### src/rtl/stream_mux_rr_pkg.sv
// Shared definitions for the stream_mux_rr multiplexer: mode encodings and FSM states.
package stream_mux_rr_pkg;

    localparam logic MODE_SEL = 1'b0;
    localparam logic MODE_RR  = 1'b1;

    typedef enum logic {
        ST_IDLE   = 1'b0,
        ST_LOCKED = 1'b1
    } state_t;

endpackage

### src/rtl/stream_mux_rr_pick.sv
// Round-robin picker: first requesting index strictly after ptr, wrapping modulo NUM_CH.
module stream_mux_rr_pick
    import stream_mux_rr_pkg::*;
#(
    parameter int unsigned  NUM_CH = 4,
    localparam int unsigned SEL_W  = $clog2(NUM_CH)
) (
    input  logic [NUM_CH-1:0] req,
    input  logic [SEL_W-1:0]  ptr,
    output logic [SEL_W-1:0]  gnt_idx,
    output logic              gnt_any
);

    logic [NUM_CH-1:0] rot;
    logic [SEL_W-1:0]  src;
    int unsigned       off;

    // Rotate so bit 0 is the channel after ptr, priority-encode, then rotate back.
    always_comb begin
        rot = '0;
        src = '0;
        off = 0;
        for (int unsigned j = 0; j < NUM_CH; j++) begin
            src    = SEL_W'((32'(ptr) + 32'd1 + j) % NUM_CH);
            rot[j] = req[src];
        end
        for (int unsigned j = NUM_CH; j > 0; j--) begin
            if (rot[j-1]) begin
                off = j - 1;
            end
        end
        gnt_idx = SEL_W'((32'(ptr) + 32'd1 + off) % NUM_CH);
        gnt_any = |req;
    end

endmodule

### src/rtl/stream_mux_rr.sv
// NUM_CH:1 packet-aware stream multiplexer with select or round-robin arbitration
// and a registered output stage.
module stream_mux_rr
    import stream_mux_rr_pkg::*;
#(
    parameter int unsigned  NUM_CH = 4,
    parameter int unsigned  DATA_W = 8,
    localparam int unsigned SEL_W  = $clog2(NUM_CH)
) (
    input  logic                     clk,
    input  logic                     reset,
    input  logic                     mode,
    input  logic [SEL_W-1:0]         sel,
    input  logic [NUM_CH*DATA_W-1:0] in_data,
    input  logic [NUM_CH-1:0]        in_valid,
    input  logic [NUM_CH-1:0]        in_last,
    output logic [NUM_CH-1:0]        in_ready,
    output logic [DATA_W-1:0]        out_data,
    output logic                     out_valid,
    output logic                     out_last,
    output logic [SEL_W-1:0]         out_ch,
    input  logic                     out_ready
);

    state_t            state_q, state_d;
    logic [SEL_W-1:0]  lock_ch_q, lock_ch_d;
    logic [SEL_W-1:0]  rr_ptr_q, rr_ptr_d;
    logic [SEL_W-1:0]  pick_idx;
    logic              pick_any;
    logic [SEL_W-1:0]  cand;
    logic              cand_ok;
    logic              load_en;
    logic              xfer;
    logic [DATA_W-1:0] mux_data;
    logic              mux_last;

    assign load_en = !out_valid || out_ready;

    stream_mux_rr_pick #(
        .NUM_CH (NUM_CH)
    ) u_pick (
        .req     (in_valid),
        .ptr     (rr_ptr_q),
        .gnt_idx (pick_idx),
        .gnt_any (pick_any)
    );

    // Candidate channel: the lock holder wins; otherwise select or round-robin.
    always_comb begin
        cand    = lock_ch_q;
        cand_ok = 1'b1;
        if (state_q == ST_IDLE) begin
            if (mode == MODE_RR) begin
                cand    = pick_idx;
                cand_ok = pick_any;
            end else begin
                cand    = sel;
                cand_ok = (32'(sel) < NUM_CH);
            end
        end
    end

    // One-hot ready decode and the matching data/last mux.
    always_comb begin
        in_ready = '0;
        mux_data = '0;
        mux_last = 1'b0;
        for (int unsigned i = 0; i < NUM_CH; i++) begin
            if (32'(cand) == i) begin
                in_ready[i] = !reset && load_en && cand_ok;
                mux_data    = in_data[i*DATA_W +: DATA_W];
                mux_last    = in_last[i];
            end
        end
        xfer = |(in_valid & in_ready);
    end

    // Packet lock: hold the channel until its last beat transfers.
    always_comb begin
        state_d   = state_q;
        lock_ch_d = lock_ch_q;
        rr_ptr_d  = rr_ptr_q;
        case (state_q)
            ST_IDLE: begin
                if (xfer) begin
                    if (mux_last) begin
                        rr_ptr_d = cand;
                    end else begin
                        state_d   = ST_LOCKED;
                        lock_ch_d = cand;
                    end
                end
            end
            ST_LOCKED: begin
                if (xfer && mux_last) begin
                    state_d  = ST_IDLE;
                    rr_ptr_d = lock_ch_q;
                end
            end
        endcase
    end

    always_ff @(posedge clk) begin
        if (reset) begin
            state_q   <= ST_IDLE;
            lock_ch_q <= '0;
            rr_ptr_q  <= SEL_W'(NUM_CH - 1);
            out_valid <= 1'b0;
            out_data  <= '0;
            out_last  <= 1'b0;
            out_ch    <= '0;
        end else begin
            state_q   <= state_d;
            lock_ch_q <= lock_ch_d;
            rr_ptr_q  <= rr_ptr_d;
            if (load_en) begin
                out_valid <= xfer;
                if (xfer) begin
                    out_data <= mux_data;
                    out_last <= mux_last;
                    out_ch   <= cand;
                end
            end
        end
    end

endmodule

### config.mk
export PLATFORM = sky130hd
export DESIGN_NAME = stream_mux_rr
export DESIGN_NICKNAME = d
export VERILOG_FILES = /design/src/rtl/stream_mux_rr_pkg.sv /design/src/rtl/stream_mux_rr_pick.sv /design/src/rtl/stream_mux_rr.sv
export SDC_FILE = /design/constraint.sdc
export NUM_CORES = 1
export LEC_CHECK = 0
export BUFFER_PORTS_ARGS = -buffer_cell sky130_fd_sc_hd__buf_2
export CAP_MARGIN = 10
export CORE_ASPECT_RATIO = 0.7
export CORE_MARGIN = 2
export CORE_UTILIZATION = 45
export DETAILED_ROUTE_END_ITERATION = 6
export PLACE_DENSITY = 0.76
export SYNTH_ARGS = -nofsm -noshare
export SYNTH_HDL_FRONTEND = slang
export SYNTH_SLANG_ARGS = --single-unit
### constraint.sdc
create_clock -name clk -period 4.4 [get_ports clk]
set_clock_uncertainty 0.2 [all_clocks]
set_input_delay 0.88 -clock clk [delete_from_list [all_inputs] [get_ports clk]]
set_output_delay 0.88 -clock clk [all_outputs]
set_load 0.01 [all_outputs]
==> impl_metrics.toml, run 1 <==
[outcome]
status = "finished clean"

[clock_tree]
ctsResizeCount = 0
cts-root-buf = "clkbuf_8"
clkLatencyLatePin_ns = 0.26
htree_num_levels = 1
cts_tree = "built"
cts_hold_buf = 0
post-cts-setup-buffer-count = 0
cts_num_sinks = 17
clockBufferDepth = 2
cts.clk_slew.worst_paths_ns = 0.06
cts-buffers-inserted = 3

[floorplan]
die_area_sq_um = 3350
die_w_microns = 68.3
num_rows = 16
dieHeight_microns = 49.0
io_pins = 62
start_util_pct = 46.9
core_sq_um = 2780

[routing]
ant_nets = 0
first_iter_violations = 20
dr.pass1.iters = 4
viasPerCell = 5.27
via_count = 1286
wirelength_microns = 3050
drc = 0
wl_per_cell_microns = 12.5

[synthesis]
netlist_area_sq_um = 1300
syn-num-nets = 197
synth-edff-count = 0
ys_seq_area_share_pct = 26.1
syn_area_per_cell_sq_um = 8.69
synth_cell_types = 34
yosys_warnings = 0
ys_seq_elements = 17
synthFlopType = "dfxtp_1"
synthArstFlopShare_pct = 0
synthCells = 150

[worst_setup_path]
critical_path.startpoint_type = "input pin"
end_kind = "primary output"
slowest_delay_ns = 0.51
required_ns = 3.32
critical_path_depth = 12
crit_path_top_delay_cell = "or4b_4"
r2r_cells = 13
cp_top_family = "simple AND/OR/NAND/NOR gates"
crit_arrival_ns = 3.11
crit_fanout = 8
path_common_cell = "buf_2"
path_cells = "buf_2 -> inv_1 -> o311a_1 -> o21ai_0 -> ha_1 -> xor2_2 -> xnor2_1 -> or4b_4 -> nand3_4 -> inv_2 -> nor2_1 -> buf_2"
worst-path-buf-inv = 4
rrSetupSlack_ns = 0.87
crit_type = "in2out"

[finish]
fin_nets = 256
multi_input_area_sq_um = 881
seqCellArea_sq_um = 340
n_antenna_cell = 0
fill_cells = 272
layout-drive-gt1-share_pct = 36.1
area_delta_synth_final_pct = 27.2

[power_and_ir_drop]
ir_drop_uv = 317
power_mw = 1.11
cellPowerDensity_nw_per_um2 = 672
leakage_nw = 0.867

[timing]
slew_headroom_pct = 78.1
final-hold-violation-count = 0
finalSetupViolCount = 0
rsz0062_at_grt = "false"
min_period_over_period_pct = 95.3
report.final.slew_viol_count = 0
min_period_ns = 4.19
worst_pin_slew_ns = 0.325
fmax_ghz = 0.238
tns_ns = 0

[place]
gp_congestion = 0.900
port_buffers = 61
dp_hpwl_microns = 2440

[grt]
grt_pass1_vias = 1097
grt_max_degree = 20
grt_usage_pct = 19.0
grt-ovfl-total = 0
grt_first_pass_wirelength_microns = 4870
antenna_found_initial = 0

[worst_hold_path]
holdPathStages = 2
min_path_type = "reg2reg"

[job]
cap_violations = 0
-- power breakdown --
part	internal, mW	total, mW	leakage [nW]	switching (mW)
Clock	0.0644	0.117	0.0228	0.0527
Combinational	0.354	0.737	0.705	0.382
Sequential	0.211	0.260	0.139	0.0488
Total	0.630	1.11	0.867	0.484
-- logic make-up (layout without fill, tap and decap cells) --
kind of cell,count (synthesis),in the layout,share of synthesized area [%]
AOI/OAI and AO/OA,27,27,13.7
xor gates and xnor gates,2,2,1.92
adders and majority gates,1,1,0.960
buffers and inverters,14,72,6.33
DFF,17,17,26.1
muxes,43,43,33.0
and+or+nand+nor,46,46,17.9
-- area by class of cell --
class                           count  share of cell area [%]
Tap cell                           36                    2.72
Inverter                            3                   0.679
Timing Repair Buffer               65                    20.2
Sequential cell                    17                    20.5
Clock buffer                        4                    2.72
Multi-Input combinational cell    119                    53.1
-- worst paths after layout --
kind                                  start     endpoint
worst max-delay path            in_valid[0]  in_ready[2]
worst min-delay path               out_last     out_last
worst max register to register  rr_ptr_q[0]  out_data[0]
worst min register to register     out_last     out_last
-- synth_stat cells (2+ instances only) --
cell type / instances / area [sq um]
nor2b_1: 4 / 25.0
or3_1: 3 / 18.8
o21ai_1: 2 / 10.0
o211ai_1: 2 / 15.0
nand2_1: 3 / 11.3
mux2i_1: 43 / 430
clkbuf_1: 2 / 7.51
nor2_1: 23 / 86.3
nand2b_1: 4 / 25.0
buf_4: 3 / 22.5
dfxtp_1: 17 / 340
o2111ai_1: 2 / 17.5
nor3_1: 5 / 25.0
o21ai_0: 6 / 30.0
a21oi_1: 8 / 40.0
inv_2: 2 / 7.51
buf_6: 2 / 22.5
buf_2: 3 / 15.0
-- registers in the layout, summed over array words and instances, names as in the netlist, named ones only --
register / flops
lock_ch_q: 2
out_valid: 1
out_last: 1
out_ch: 2
rr_ptr_q: 2
out_data: 8
-- worst register-to-register path: stages (launching register included) --
cell      delay [ns]
dfxtp_1         0.50
nor2_1          0.09
a221oi_1        0.27
o21ai_0         0.13
ha_1            0.23
xor2_2          0.15
xnor2_1         0.23
or4b_4          0.51
nand3_4         0.11
buf_4           0.25
mux2i_1         0.28
buf_4           0.21
mux2i_1         0.20
nor2_1          0.05
-- through the flow --
stage | hold slack (ns) | area (sq um) | utilization, % | worst slack, ns | cells
finish | 0.263 | 1660 | 59.6 | 0.206 | 244
CTS | 0.266 | 1660 | 59.6 | 0.217 | 244
detailed placement | 0.256 | 1610 | 58.0 | 0.216 | 240
floorplan | 0.266 | 1300 | - | 0.220 | 150
global route | 0.285 | 1660 | 59.6 | 0.0355 | 244
global placement | 0.244 | 1610 | 58.0 | 0.316 | 240
-- metal layers --
layer	vias up	part of all wire (%)	global-route usage [%]
li1	657	-	-
met1	598	46	24.3
met2	27	48	31.4
met3	4	4.5	4.16
met4	0	1.2	6.00
met5	-	0	0
-- cells in the final DEF (no fill, tap or decap), types with 2 or more instances in the layout --
cell type / count
a21oi_1: 8
o2111ai_1: 2
nor3_1: 5
nand2_1: 3
mux2i_1: 43
clkbuf_8: 3
nand2b_1: 4
inv_2: 2
buf_2: 61
buf_4: 4
or3_1: 3
nor2b_1: 4
dfxtp_1: 17
o21ai_1: 2
o211ai_1: 2
nor2_1: 23
o21ai_0: 6
(Power assumes the default switching activity.)
==> run 2, diff against run 1 <==
--- a/config.mk
+++ b/config.mk
@@ -7,11 +7,13 @@
 export LEC_CHECK = 0
 export BUFFER_PORTS_ARGS = -buffer_cell sky130_fd_sc_hd__buf_2
 export CAP_MARGIN = 10
+export CELL_PAD_IN_SITES_DETAIL_PLACEMENT = 1
+export CELL_PAD_IN_SITES_GLOBAL_PLACEMENT = 1
 export CORE_ASPECT_RATIO = 0.7
 export CORE_MARGIN = 2
-export CORE_UTILIZATION = 45
+export CORE_UTILIZATION = 33
 export DETAILED_ROUTE_END_ITERATION = 6
-export PLACE_DENSITY = 0.76
+export PLACE_DENSITY = 0.78
 export SYNTH_ARGS = -nofsm -noshare
 export SYNTH_HDL_FRONTEND = slang
 export SYNTH_SLANG_ARGS = --single-unit
==> impl_metrics.toml, run 2 (synthesized netlist as in run 1, its figures left out) <==
[power_and_ir_drop]
power_mw = 1.16
pwr-share-seq_pct = 22.6
pwr-share-clk_pct = 9.9
leakage_nw = 0.879
cellPowerDensity_nw_per_um2 = 684
intPower_mw = 0.646
switchingPower_mw = 0.511
swShare_pct = 44.1
ir_drop_uv = 337
combinationalPowerShare_pct = 67.5

[clock_tree]
htree_num_levels = 1
cts-buffers-inserted = 3
cts_hold_buf = 0
cts_tree = "built"
cts.clk_slew.worst_paths_ns = 0.06
cts-root-buf = "clkbuf_8"
ctsResizeCount = 0
clkLatencyLatePin_ns = 0.25
clockBufferDepth = 2
cts_num_sinks = 17
post-cts-setup-buffer-count = 0

[floorplan]
core_sq_um = 3850
num_rows = 19
io_pins = 62
start_util_pct = 33.9
die_area_sq_um = 4480
dieHeight_microns = 56.6
die_w_microns = 79.1

[place]
place_inst = 257
gp_congestion = 0.769
preCtsSetupSlack_ns = 0.179
port_buffers = 61
dp_hpwl_microns = 2990

[worst_setup_path]
crit_arrival_ns = 3.13
slowest_delay_ns = 0.50
path_cells = "buf_2 -> inv_1 -> o311a_1 -> o21ai_0 -> ha_1 -> xor2_2 -> xnor2_2 -> or4b_4 -> nand3_4 -> inv_2 -> nor2_1 -> buf_2"
cp_top_family = "simple AND/OR/NAND/NOR gates"
crit_path_top_delay_cell = "or4b_4"
critical_path.startpoint_type = "input pin"
r2r-start = "rr_ptr_q[0]"
required_ns = 3.32
setup.worst_path.start = "in_valid[0]"
end_kind = "primary output"
path_common_cell = "buf_2"
worst-path-buf-inv = 4
crit_type = "in2out"
crit_fanout = 8

[routing]
dr.pass1.iters = 4
viasPerCell = 5.00
via_count = 1306
drc = 0
wl_per_cell_microns = 14.1
wirelength_microns = 3670
ant_nets = 0
first_iter_violations = 48

[grt]
grt_max_degree = 19
antenna_found_initial = 0
grt_first_pass_wirelength_microns = 6140
grt-ovfl-total = 0
grt_pass1_vias = 1321
grt_usage_pct = 17.2

[finish]
n_antenna_cell = 0
area_delta_synth_final_pct = 29.8
fin_cells = 261
fin_nets = 257
layout-drive-gt1-share_pct = 36.8
final_common_cell = "buf_2"
top_register = "out_data"
post-route-util_pct = 44.0
largest_reg_flops = 8
layout_common_cells = "buf_2, mux2i_1, nor2_1"

[timing]
finalHoldWorstSlack_ns = 0.268
final-hold-violation-count = 0
slew_headroom_pct = 70.5
report.final.slew_viol_count = 0
min_period_ns = 4.21
finalSetupViolCount = 0
setup_ws_ns = 0.191
fmax_ghz = 0.238
min_period_over_period_pct = 95.7
worst_pin_slew_ns = 0.442

[worst_hold_path]
min_from = "out_last"
min_path_type = "reg2reg"

[outcome]
status = "finished clean"

[job]
cap_violations = 0
## run 2: final timing paths
path | slack (ns) | cells after the start | endpoint
setup / recovery | 0.19 | 12 | in_ready[2]
hold / removal | 0.27 | 2 | out_last
setup reg to reg | 0.94 | 13 | out_data[3]
hold reg to reg | 0.27 | 2 | out_last
## run 2: stage by stage
step	area (sq um)	setup TNS, ns
floorplan	1300	0
global placement	1640	0
detailed placement	1640	0
CTS	1690	0
global route	1690	-0.000403
finish	1690	0
## run 2: routing by layer
metal | routed length, microns | part of all wire (%) | GRT usage, % | vias up
met5 | 0 | 0 | 0 | -
met4 | 0 | 0 | 2.22 | 0
met3 | 111 | 3.0 | 3.70 | 0
met2 | 1790 | 49 | 29.1 | 20
met1 | 1770 | 48 | 23.2 | 631
li1 | - | - | - | 655
## run 2: worst register-to-register path, cell delays in order, from the launching register on
cell      delay (ns)
dfxtp_1         0.49
nor2_1          0.09
a221oi_1        0.28
o21ai_0         0.12
ha_1            0.22
xor2_2          0.16
xnor2_2         0.19
or4b_4          0.51
nand3_4         0.15
buf_4           0.21
mux2i_1         0.21
buf_4           0.24
mux2i_1         0.22
nor2_1          0.06
## run 2: final cells by class
class / instances / area [sq um]
well taps: 52 / 65.1
clock buffers: 4 / 45.0
repair buffers: 66 / 343
inverters: 3 / 11.3
flip-flops and latches: 17 / 340
multi-input cells: 119 / 888
fillers: 501 / 2160
## run 2: power by group through the flow
| stage | sequential, mW | clock, mW | combinational [mW] |
|---|---|---|---|
| finish | 0.261 | 0.115 | 0.781 |
| global placement | 0.263 | 0 | 0.761 |
| floorplan | 0.255 | 0 | 0.587 |
| global route | 0.271 | 0.126 | 0.861 |
| detailed placement | 0.265 | 0 | 0.773 |
| CTS | 0.262 | 0.122 | 0.780 |
